### config.mk
export PLATFORM = sky130hd
export DESIGN_NAME = i2c_tx
export DESIGN_NICKNAME = d
export VERILOG_FILES = /design/src/rtl/i2c_tx.sv
export SDC_FILE = /design/constraint.sdc
export NUM_CORES = 1
export LEC_CHECK = 0
export CAP_MARGIN = 25
export CORE_MARGIN = 2
export CORE_UTILIZATION = 49
export CTS_BUF_LIST = sky130_fd_sc_hd__clkbuf_8
export CTS_CLUSTER_SIZE = 12
export DETAILED_ROUTE_END_ITERATION = 6
export PLACE_DENSITY_LB_ADDON = 0.1
export SYNTH_ARGS = -nofsm -noshare
export SYNTH_HDL_FRONTEND = slang
export SYNTH_SLANG_ARGS = --single-unit
### constraint.sdc
create_clock -name clk_i -period 2 [get_ports clk_i]
set_input_delay 0.2 -clock clk_i [delete_from_list [all_inputs] [get_ports clk_i]]
set_output_delay 0.2 -clock clk_i [all_outputs]
set_load 0.005 [all_outputs]
### src/rtl/i2c_tx.sv
// I2C byte transmitter: serialises a loaded word on SDA while SCL is low, optionally samples ACK.
// Define I2C_TX_ACK_EN to include the 9th-bit ACK/NACK sampling state.
module i2c_tx #(
  parameter int unsigned DATA_W    = 8,
  parameter bit          MSB_FIRST = 1'b1
) (
  input  logic              clk_i,
  input  logic              _rst_i,
  input  logic              scl_i,
  input  logic              sda_i,
  input  logic              tx_en_i,
  input  logic              tx_write_i,
  input  logic [DATA_W-1:0] tx_i,
  output logic              sda_o,
  output logic              busy_o,
  output logic              txdone_o,
  output logic              nack_o
);

  localparam int unsigned CNT_W = (DATA_W > 1) ? $clog2(DATA_W) : 1;
  localparam logic [CNT_W-1:0] LAST_BIT = CNT_W'(DATA_W - 1);

  typedef enum logic [1:0] {
    IDLE  = 2'd0,
    SHIFT = 2'd1,
    ACK   = 2'd2,
    DONE  = 2'd3
  } state_e;

  state_e            state_q, state_d;
  logic [DATA_W-1:0] shreg_q, shreg_d;
  logic [CNT_W-1:0]  bcount_q, bcount_d;
  logic              scl_t_q;
  logic              rise, fall;
  logic [DATA_W-1:0] shreg_shifted;

  assign rise = ~scl_t_q & scl_i;
  assign fall = scl_t_q & ~scl_i;

  assign shreg_shifted = MSB_FIRST ? {shreg_q[DATA_W-2:0], 1'b0}
                                   : {1'b0, shreg_q[DATA_W-1:1]};

`ifdef I2C_TX_ACK_EN
  logic nack_q, nack_d;
  assign nack_o = nack_q;
`else
  logic unused_sda;
  assign unused_sda = sda_i;
  assign nack_o     = 1'b0;
`endif

  always_ff @(posedge clk_i or negedge _rst_i) begin
    if (!_rst_i) begin
      state_q  <= IDLE;
      shreg_q  <= '0;
      bcount_q <= '0;
      scl_t_q  <= 1'b1;
`ifdef I2C_TX_ACK_EN
      nack_q   <= 1'b0;
`endif
    end else begin
      state_q  <= state_d;
      shreg_q  <= shreg_d;
      bcount_q <= bcount_d;
      scl_t_q  <= scl_i;
`ifdef I2C_TX_ACK_EN
      nack_q   <= nack_d;
`endif
    end
  end

  always_comb begin
    state_d  = state_q;
    shreg_d  = shreg_q;
    bcount_d = bcount_q;
`ifdef I2C_TX_ACK_EN
    nack_d   = nack_q;
`endif
    // Disable overrides every active state; nack is intentionally left untouched.
    if (state_q != IDLE && !tx_en_i) begin
      state_d  = IDLE;
      bcount_d = '0;
    end else begin
      unique case (state_q)
        IDLE: begin
          if (tx_write_i && tx_en_i && !scl_i) begin
            shreg_d  = tx_i;
            bcount_d = '0;
`ifdef I2C_TX_ACK_EN
            nack_d   = 1'b0;
`endif
            state_d  = SHIFT;
          end
        end
        SHIFT: begin
          if (fall) begin
            shreg_d = shreg_shifted;
            if (bcount_q == LAST_BIT) begin
              bcount_d = '0;
`ifdef I2C_TX_ACK_EN
              state_d  = ACK;
`else
              state_d  = DONE;
`endif
            end else begin
              bcount_d = bcount_q + CNT_W'(1);
            end
          end
        end
`ifdef I2C_TX_ACK_EN
        ACK: begin
          if (rise)      nack_d  = sda_i;
          else if (fall) state_d = DONE;
        end
`endif
        DONE:    state_d = IDLE;
        default: state_d = IDLE;
      endcase
    end
  end

  always_comb begin
    sda_o = 1'b1;
    if (state_q == SHIFT) sda_o = MSB_FIRST ? shreg_q[DATA_W-1] : shreg_q[0];
  end

  assign busy_o   = (state_q != IDLE);
  assign txdone_o = (state_q == DONE);

endmodule

==> impl_metrics.tcl, run 1 <==
set metrics [dict create \
    outcome "completed" \
    synthTopCellsByArea "dfrtp_1 (44%), mux2i_1 (9.6%), nand2_1 (6.2%), mux2_1 (4.6%), o21ai_1 (4.1%)" \
    rows 13 \
    boundaryPins 18 \
    grt_max_degree 17 \
    power_density_mw_per_mm2 790 \
    clk_pin_slew_worst_paths_ns 0.06 \
    globalplace.congestion 0.761 \
    yosys_warnings 0 \
    synth_area_um2 732 \
    min_path_type "in2async" \
    reg2reg_depth 4 \
    final-hold-violation-count 0 \
    seq_area_um2 352 \
    seq_area_frac_synth_pct 48.0 \
    portBuffers 15 \
    fin_nets 103 \
    final_cell_mix "clkdlybuf4s50_1 (15), dfrtp_1 (13), nand2_1 (12)" \
    critPathCaptureType "primary output" \
    wl_per_cell_um 10.9 \
    avgViaCountPerCell 4.93 \
    arrival_ns 1.59 \
    grt.overflow.total 0 \
    slew_violations 0 \
    drt-initial-drc-count 1 \
    fin_area_um2 940 \
    clockBufferDepth 2 \
    synth_edf_count 0 \
    cts_tree "yes" \
    setup_viol 0 \
    cts_num_sinks 14 \
    layout_commonest_cell "clkdlybuf4s50_1" \
    core_area_mm2 0.00135 \
    critical_path_class "reg2out" \
    critPathLaunchType "flop" \
    cts_root_buf "clkbuf_8" \
    max-vdd-ir-drop_uv 518 \
    fillCellCount 96 \
    cp_max_fo 12 \
    die_x_um 42.7 \
    crit_required_ns 1.80 \
    die_area_mm2 0.00182 \
    initial_core_util_pct 54.2 \
    syn_nets 85 \
    min_period_ns 1.79 \
    clk_latency_ns 0.24 \
    cts_inserted_buffers 3 \
    maxCapViolCount 0 \
    grt.total_usage_pct 15.2 \
    htree_levels 1 \
    finalSetupTns_ns 0 \
    synth.avg_cell_area_um2 10.6 \
    drive_gt1_share_pct 18.6 \
    place_inst 97 \
    syn_inst 69 \
    place_area_um2 885 \
    cts_setup_buffers 0 \
    die_h_um 42.7 \
    async_reset_ff_share_pct 100 \
    vias 498 \
    cts_resized 0 \
    holdBufCountCts 0 \
    area_growth_pct 28.4 \
    drc 0 \
    synthFlopType "dfrtp_1" \
    yosysTopAreaCell "dfrtp_1" \
    max_freq_mhz 559 \
    period_share_pct 89.4 \
    synth_top_cell_area_share_pct 44.4 \
    ys_types 27 \
    grt_pass1_vias 495 \
    diodes 0 \
    p_leak_nw 0.437 \
    final_cells 101 \
    rsz0062_at_grt "false" \
    antenna_left 0 \
    fin_skew_ns 0.00117 \
    firstDrtPassIters 2 \
    antenna_found_initial 0 \
    totalWireLength_um 1100 \
    ys_ff_latch 14 \
    worst_slew_pin_slew_ns 0.632 \
    relSlewSlack_pct 57.7 \
    multi_input_area_um2 349 \
    grt_pass1_wl_um 2110 \
]
==> synth_stat cells (2+ instances only) <==
| library cell | n |
|---|---|
| nor3_1 | 2 |
| nand2b_1 | 2 |
| o21ai_2 | 2 |
| mux2_1 | 3 |
| dfrtp_1 | 13 |
| inv_1 | 2 |
| mux2i_1 | 7 |
| ha_1 | 2 |
| nand2_1 | 12 |
| and3_2 | 2 |
| o21ai_1 | 6 |
==> layout make-up <==
type                    instances  area share (%)
repair buffers                 16            16.8
multi-input cells              50            37.2
well taps                      15            2.00
inverters                       2           0.799
flip-flops and latches         14            37.4
clock buffers                   4            5.86
==> metrics by stage <==
| step | hold slack (ns) | util [%] | power, mW | worst slack, ns |
|---|---|---|---|---|
| floorplan | -0.0956 | - | 0.423 | 0.585 |
| global placement | 0.461 | 65.5 | 0.469 | 0.268 |
| detailed placement | 0.471 | 65.5 | 0.473 | 0.254 |
| CTS | 0.376 | 69.6 | 0.748 | 0.192 |
| global route | 0.412 | 69.6 | 0.780 | 0.132 |
| finish | 0.351 | 69.6 | 0.742 | 0.212 |
==> layer usage <==
| metal | share of wire (%) | vias to the layer above | wire length (um) | GRT usage [%] |
|---|---|---|---|---|
| li1 | - | 266 | - | - |
| met1 | 52 | 220 | 569 | 20.2 |
| met2 | 43 | 10 | 477 | 23.6 |
| met3 | 4.0 | 2 | 44 | 2.55 |
| met4 | 1.1 | 0 | 12 | 7.50 |
| met5 | 0 | - | 0 | 0 |
==> logic make-up (layout without fill, tap and decap cells) <==
| group | count (synthesis) | after routing | synth area share, % |
|---|---|---|---|
| simple gates | 26 | 26 | 19.5 |
| flops | 14 | 14 | 48.0 |
| compound gates | 11 | 11 | 10.1 |
| mux | 10 | 10 | 14.2 |
| buf+inv | 5 | 22 | 4.27 |
| fa+ha+maj | 2 | 2 | 3.42 |
| other cells | 1 | 1 | 0.512 |
==> sequential cells by signal (all words and copies together) (netlist names) <==
name      cells
bcount_q      3
scl_t_q       1
shreg_q       8
state_q       2
==> worst max-delay path: stages, from the launching register on <==
cell,delay [ns]
dfrtp_1,0.41
and2b_2,0.41
nand2b_1,0.09
clkdlybuf4s50_1,0.44
==> power breakdown <==
part | leakage, nW | switching (mW) | internal (mW) | total (mW)
Clock | 0.0288 | 0.101 | 0.174 | 0.275
Sequential | 0.180 | 0.0230 | 0.325 | 0.348
Combinational | 0.228 | 0.0525 | 0.0667 | 0.119
==> worst paths after layout <==
path	from	to	slack (ns)
worst max-delay path	state_q[1]$_DFFE_PN0P_	sda_o	0.21
worst min-delay path	_rst_i	shreg_q[5]$_DFFE_PN0P_	0.35
worst max register to register	state_q[1]$_DFFE_PN0P_	bcount_q[0]$_DFFE_PN0P_	0.52
worst min register to register	shreg_q[0]$_DFFE_PN0P_	shreg_q[0]$_DFFE_PN0P_	0.49
max in group asynchronous	_rst_i	bcount_q[1]$_DFFE_PN0P_	1.24
min in group clk_i	scl_i	scl_t_q$_DFF_PN1_	0.44
(Power assumes the default switching activity.)
==> inputs of run 2 (changes only) <==
--- a/config.mk
+++ b/config.mk
@@ -11,6 +11,7 @@
 export CTS_BUF_LIST = sky130_fd_sc_hd__clkbuf_8
 export CTS_CLUSTER_SIZE = 12
 export DETAILED_ROUTE_END_ITERATION = 6
+export GPL_TIMING_DRIVEN = 0
 export PLACE_DENSITY_LB_ADDON = 0.1
 export SYNTH_ARGS = -nofsm -noshare
 export SYNTH_HDL_FRONTEND = slang
==> run 2 against run 1 <==
  * Global-route usage rose by 3.0 points
  * First-iteration DRC count grew to 7.0 times the previous value
  * Combinational power grew 7%
  * Critical path depth grew 1
  * Core utilization is 0.46 points higher
  * Wire length rose by 22%
  * Cell count rose by 2.0%
  * Clock power is 14% lower
  * Register-to-register slack worse by 0.05 ns
  * Die area did not move
  * Clock skew increased by 0.0022 ns
==> impl_metrics.tcl, run 2 (synthesis results as in run 1) <==
set metrics [dict create \
    grt_pass1_vias 531 \
    cts_inserted_buffers 3 \
    finalSetupTns_ns 0 \
    max_freq_mhz 528 \
    antenna_left 0 \
    clk_latency_ns 0.25 \
    fin_skew_ns 0.00335 \
    slew_violations 0 \
    p_leak_nw 0.447 \
    grt_max_degree 15 \
    core_area_mm2 0.00135 \
    area_growth_pct 29.2 \
    cts_resized 0 \
    globalplace.congestion 0.720 \
    layout_commonest_cell "clkdlybuf4s50_1" \
    diodes 0 \
    portBuffers 15 \
    avgViaCountPerCell 5.29 \
    cts_setup_buffers 0 \
    power_density_mw_per_mm2 753 \
    holdBufCountCts 0 \
    largest-register "shreg_q" \
    crit_required_ns 1.80 \
    place_inst 99 \
    final_cells 103 \
    min_period_ns 1.89 \
    final_cell_mix "clkdlybuf4s50_1 (15), dfrtp_1 (13), nand2_1 (12)" \
    grt.overflow.total 0 \
    die_x_um 42.7 \
    outcome "completed" \
    period_share_pct 94.7 \
    wl_per_cell_um 13.1 \
    cp_max_fo 10 \
    fin_nets 105 \
    post-dp-hpwl_um 1020 \
    rsz0062_at_grt "false" \
    largest_reg_flops 8 \
    antenna_found_initial 0 \
    critPathLaunchType "flop" \
    cts_root_buf "clkbuf_8" \
    totalWireLength_um 1350 \
    drt-initial-drc-count 7 \
    initial_core_util_pct 54.2 \
    final-hold-violation-count 0 \
    cts_num_sinks 14 \
    fin_ws_ns 0.105 \
    vias 545 \
    critical_path_class "reg2out" \
    dp_slack_ns 0.120 \
    grt.total_usage_pct 18.2 \
    htree_levels 1 \
    max-vdd-ir-drop_uv 493 \
    grt_pass1_wl_um 2380 \
    die_area_mm2 0.00182 \
    rows 13 \
    whs_ns 0.345 \
    die_h_um 42.7 \
    boundaryPins 18 \
    fillCellCount 117 \
    min_path_type "in2async" \
    firstDrtPassIters 4 \
    cts_tree "yes" \
    clk_pin_slew_worst_paths_ns 0.06 \
    post-route-util_pct 70.1 \
    setup_viol 0 \
    clockBufferDepth 2 \
    maxCapViolCount 0 \
    relSlewSlack_pct 58.0 \
    reg_top3 "shreg_q x8, bcount_q x3, state_q x2" \
    drc 0 \
    worst_slew_pin_slew_ns 0.628 \
    arrival_ns 1.69 \
    critPathCaptureType "primary output" \
    drive_gt1_share_pct 19.3 \
]
==> run 2: cell count changes in the layout (fill, tap and decap cells not counted) <==
cell | previous run | this run
buf_2 | 0 | 1
inv_1 | 2 | 3
buf_6 | 0 | 1
clkbuf_8 | 4 | 3
==> run 2: critical path, stage by stage, from the launching register on <==
cell and delay (ns):
dfrtp_1 0.41, and2b_2 0.24, buf_2 0.20, nand2b_1 0.10, clkdlybuf4s50_1 0.49
==> run 2: path summary, 6_finish.rpt <==
path,startpoint,to,slack (ns),cells after the start
min in group clk_i,scl_i,scl_t_q$_DFF_PN1_,0.45,1
worst min register to register,shreg_q[0]$_DFFE_PN0P_,shreg_q[0]$_DFFE_PN0P_,0.48,2
max in group asynchronous,_rst_i,shreg_q[2]$_DFFE_PN0P_,1.25,1
worst max register to register,state_q[1]$_DFFE_PN0P_,shreg_q[4]$_DFFE_PN0P_,0.47,5
worst min-delay path,_rst_i,state_q[1]$_DFFE_PN0P_,0.35,1
worst max-delay path,state_q[1]$_DFFE_PN0P_,sda_o,0.11,4
==> run 2: layout make-up <==
type,count,area (um^2),area share [%]
inverters,2,7.51,0.794
clock inverters,1,3.75,0.397
clock buffers,3,41.3,4.37
well taps,15,18.8,1.98
plain buffers,3,23.8,2.51
flip-flops and latches,14,352,37.2
repair buffers,15,150,15.9
multi-input cells,50,349,36.9
==> run 2: metrics by stage <==
| stage | power, mW | cell area [um^2] |
|---|---|---|
| finish | 0.712 | 946 |
| global route | 0.754 | 946 |
| CTS | 0.718 | 946 |
| detailed placement | 0.481 | 901 |
| global placement | 0.472 | 901 |
| floorplan | 0.423 | 732 |
==> run 2: power by group <==
group          internal, mW  switching, mW  total (mW)
combinational        0.0694         0.0577       0.127
sequential            0.325         0.0225       0.347
clock                 0.136          0.102       0.237
==> run 2: metal layers <==
| layer | vias up | routed length [um] | global-route usage (%) | share of wire [%] |
|---|---|---|---|---|
| met5 | - | 0 | 0 | 0 |
| li1 | 271 | - | - | - |
| met1 | 256 | 598 | 21.5 | 44 |
| met2 | 14 | 669 | 28.2 | 50 |
| met4 | 0 | 27 | 11.9 | 2.0 |
| met3 | 4 | 52 | 5.53 | 3.9 |
==> inputs of run 3 (changes only) <==
--- a/config.mk
+++ b/config.mk
@@ -7,12 +7,13 @@
 export LEC_CHECK = 0
 export CAP_MARGIN = 25
 export CORE_MARGIN = 2
-export CORE_UTILIZATION = 49
+export CORE_UTILIZATION = 25
 export CTS_BUF_LIST = sky130_fd_sc_hd__clkbuf_8
 export CTS_CLUSTER_SIZE = 12
 export DETAILED_ROUTE_END_ITERATION = 6
 export GPL_TIMING_DRIVEN = 0
 export PLACE_DENSITY_LB_ADDON = 0.1
+export SLEW_MARGIN = 25
 export SYNTH_ARGS = -nofsm -noshare
 export SYNTH_HDL_FRONTEND = slang
 export SYNTH_SLANG_ARGS = --single-unit
==> run 3 against run 2 <==
  * Combinational power is essentially flat
  * Fmax shrank 0.70%
  * Hold slack gained 0.011 ns
  * Power grew 4.9%
  * Sequential cell count is the same
  * Cell count grew 16%
  * Clock skew is essentially flat
  * First-iteration DRC count grew 57%
  * Clock power grew 16%
  * Worst setup slack lost 0.013 ns
  * Sequential power is essentially flat
  * Largest cell class unchanged
  * Highest routed layer unchanged
==> impl_metrics.tcl, run 3 (synthesis results as in run 1) <==
set metrics [dict create \
    outcome "completed" \
    cts_num_sinks 14 \
    pwr-share-clk_pct 36.8 \
    multi_input_area_um2 349 \
    grt.overflow.total 0 \
    clk_pin_slew_worst_paths_ns 0.06 \
    avgViaCountPerCell 4.61 \
    die_h_um 58.1 \
    relSlewSlack_pct 56.9 \
    worst_slew_pin_slew_ns 0.644 \
    fin_nets 105 \
    fin_skew_ns 0.00312 \
    drc 0 \
    portBuffers 15 \
    rows 19 \
    die_area_mm2 0.00338 \
    largest_reg_flops 8 \
    path_buf_inv 2 \
    critPathLaunchType "flop" \
    totalWireLength_um 1390 \
    htree_levels 1 \
    drive_gt1_share_pct 20.5 \
    grt_max_degree 15 \
    crit_required_ns 1.80 \
    switchingPower_mw 0.177 \
    max-vdd-ir-drop_uv 338 \
    final-hold-violation-count 0 \
    diodes 0 \
    max_freq_mhz 524 \
    power_frac_comb_pct 16.8 \
    area_growth_pct 33.7 \
    globalplace.congestion 0.694 \
    crit_path_max_incr_delay_ns 0.49 \
    layout_commonest_cell "clkdlybuf4s50_1" \
    post-dp-hpwl_um 1030 \
    fin_ws_ns 0.0921 \
    p_int_mw 0.569 \
    core_area_mm2 0.00276 \
    critPathTopFamily "buffers and inverters" \
    grt_pass1_vias 535 \
    antenna_found_initial 0 \
    seq_area_um2 352 \
    holdBufCountCts 0 \
    p_leak_nw 0.448 \
    dp_slack_ns 0.116 \
    arrival_ns 1.71 \
    crit_path_cell_trace "and2b_2, clkbuf_4, nand2b_1, clkdlybuf4s50_1" \
    clockBufferDepth 2 \
    largest-register "shreg_q" \
    cts_setup_buffers 0 \
    cp_max_fo 10 \
    rsz0062_at_grt "false" \
    slowest_stage "clkdlybuf4s50_1" \
    cts_inserted_buffers 3 \
    drt-initial-drc-count 11 \
    critical_path_class "reg2out" \
    fillCellCount 289 \
    maxCapViolCount 0 \
    min_period_ns 1.91 \
    setup_viol 0 \
    clk_latency_ns 0.24 \
    wl_per_cell_um 11.7 \
    die_x_um 58.1 \
    initial_core_util_pct 26.5 \
    finalSetupTns_ns 0 \
    power_density_mw_per_mm2 763 \
    min_path_type "in2async" \
    critPathCaptureType "primary output" \
    place_inst 115 \
    firstDrtPassIters 2 \
    cts_root_buf "clkbuf_8" \
    period_share_pct 95.4 \
    p_seq_share_pct 46.4 \
    final_cell_mix "clkdlybuf4s50_1 (15), dfrtp_1 (13), nand2_1 (12)" \
    sw_frac_of_total_pct 23.8 \
    final_cells 119 \
    boundaryPins 18 \
    cts_tree "yes" \
    vias 548 \
    grt.total_usage_pct 10.1 \
    grt_pass1_wl_um 2570 \
    reg_top3 "shreg_q x8, bcount_q x3, state_q x2" \
    slew_violations 0 \
    antenna_left 0 \
]
-- run 3: cell types whose count changed in the layout (fill, tap and decap cells not counted) --
cell      delta
clkbuf_8     +1
clkbuf_4     +1
buf_2        -1
inv_1        -1
-- run 3: final cells by class --
class	instances	area share (%)
multi-input cells	50	35.7
clock buffers	4	5.63
repair buffers	15	15.3
plain buffers	3	2.69
flip-flops and latches	14	35.9
well taps	31	3.96
inverters	2	0.767
-- run 3: metrics by stage --
step | cell area, um^2 | util [%] | total power [mW] | hold WS, ns
after floorplan | 732 | - | 0.423 | -0.0956
after CTS | 976 | 35.4 | 0.759 | 0.384
final | 978 | 35.5 | 0.746 | 0.356
after detailed placement | 921 | 33.4 | 0.479 | 0.469
after global routing | 978 | 35.5 | 0.804 | 0.414
after global placement | 921 | 33.4 | 0.476 | 0.463
-- run 3: path summary, 6_finish.rpt --
kind / start / to / slack, ns / cells past startpoint
setup / recovery: state_q[1]$_DFFE_PN0P_ / sda_o / 0.09 / 4
hold / removal: _rst_i / state_q[0]$_DFFE_PN0P_ / 0.36 / 1
setup reg to reg: state_q[1]$_DFFE_PN0P_ / shreg_q[0]$_DFFE_PN0P_ / 0.48 / 5
hold reg to reg: shreg_q[1]$_DFFE_PN0P_ / shreg_q[1]$_DFFE_PN0P_ / 0.49 / 2
max in group asynchronous: _rst_i / bcount_q[1]$_DFFE_PN0P_ / 1.23 / 1
min in group clk_i: scl_i / scl_t_q$_DFF_PN1_ / 0.44 / 1
-- run 3: power groups by stage --
stage / clock network (mW) / registers, mW / logic [mW]
after detailed placement: 0 / 0.351 / 0.128
after floorplan: 0 / 0.346 / 0.0777
after global routing: 0.308 / 0.352 / 0.143
final: 0.275 / 0.346 / 0.125
after global placement: 0 / 0.350 / 0.125
after CTS: 0.284 / 0.347 / 0.128
-- run 3: per-layer routing --
| metal | vias to the layer above | track usage [%] | wire (um) |
|---|---|---|---|
| met5 | - | 0 | 0 |
| li1 | 274 | - | - |
| met2 | 13 | 14.4 | 592 |
| met4 | 0 | 5.98 | 15 |
| met1 | 259 | 14.0 | 714 |
| met3 | 2 | 2.23 | 65 |
-- run 3: worst reg2reg max path, stage by stage (launching register included) --
cell and delay, ns:
dfrtp_1 0.42, or3b_1 0.43, a21o_2 0.27, buf_6 0.17, nand2_1 0.08, o21ai_2 0.05
-- run 3: repair_timing --
action	CTS	global route
hold endpoints to repair	0	0
resized for setup	0	1
endpoints found under the setup margin	0	1
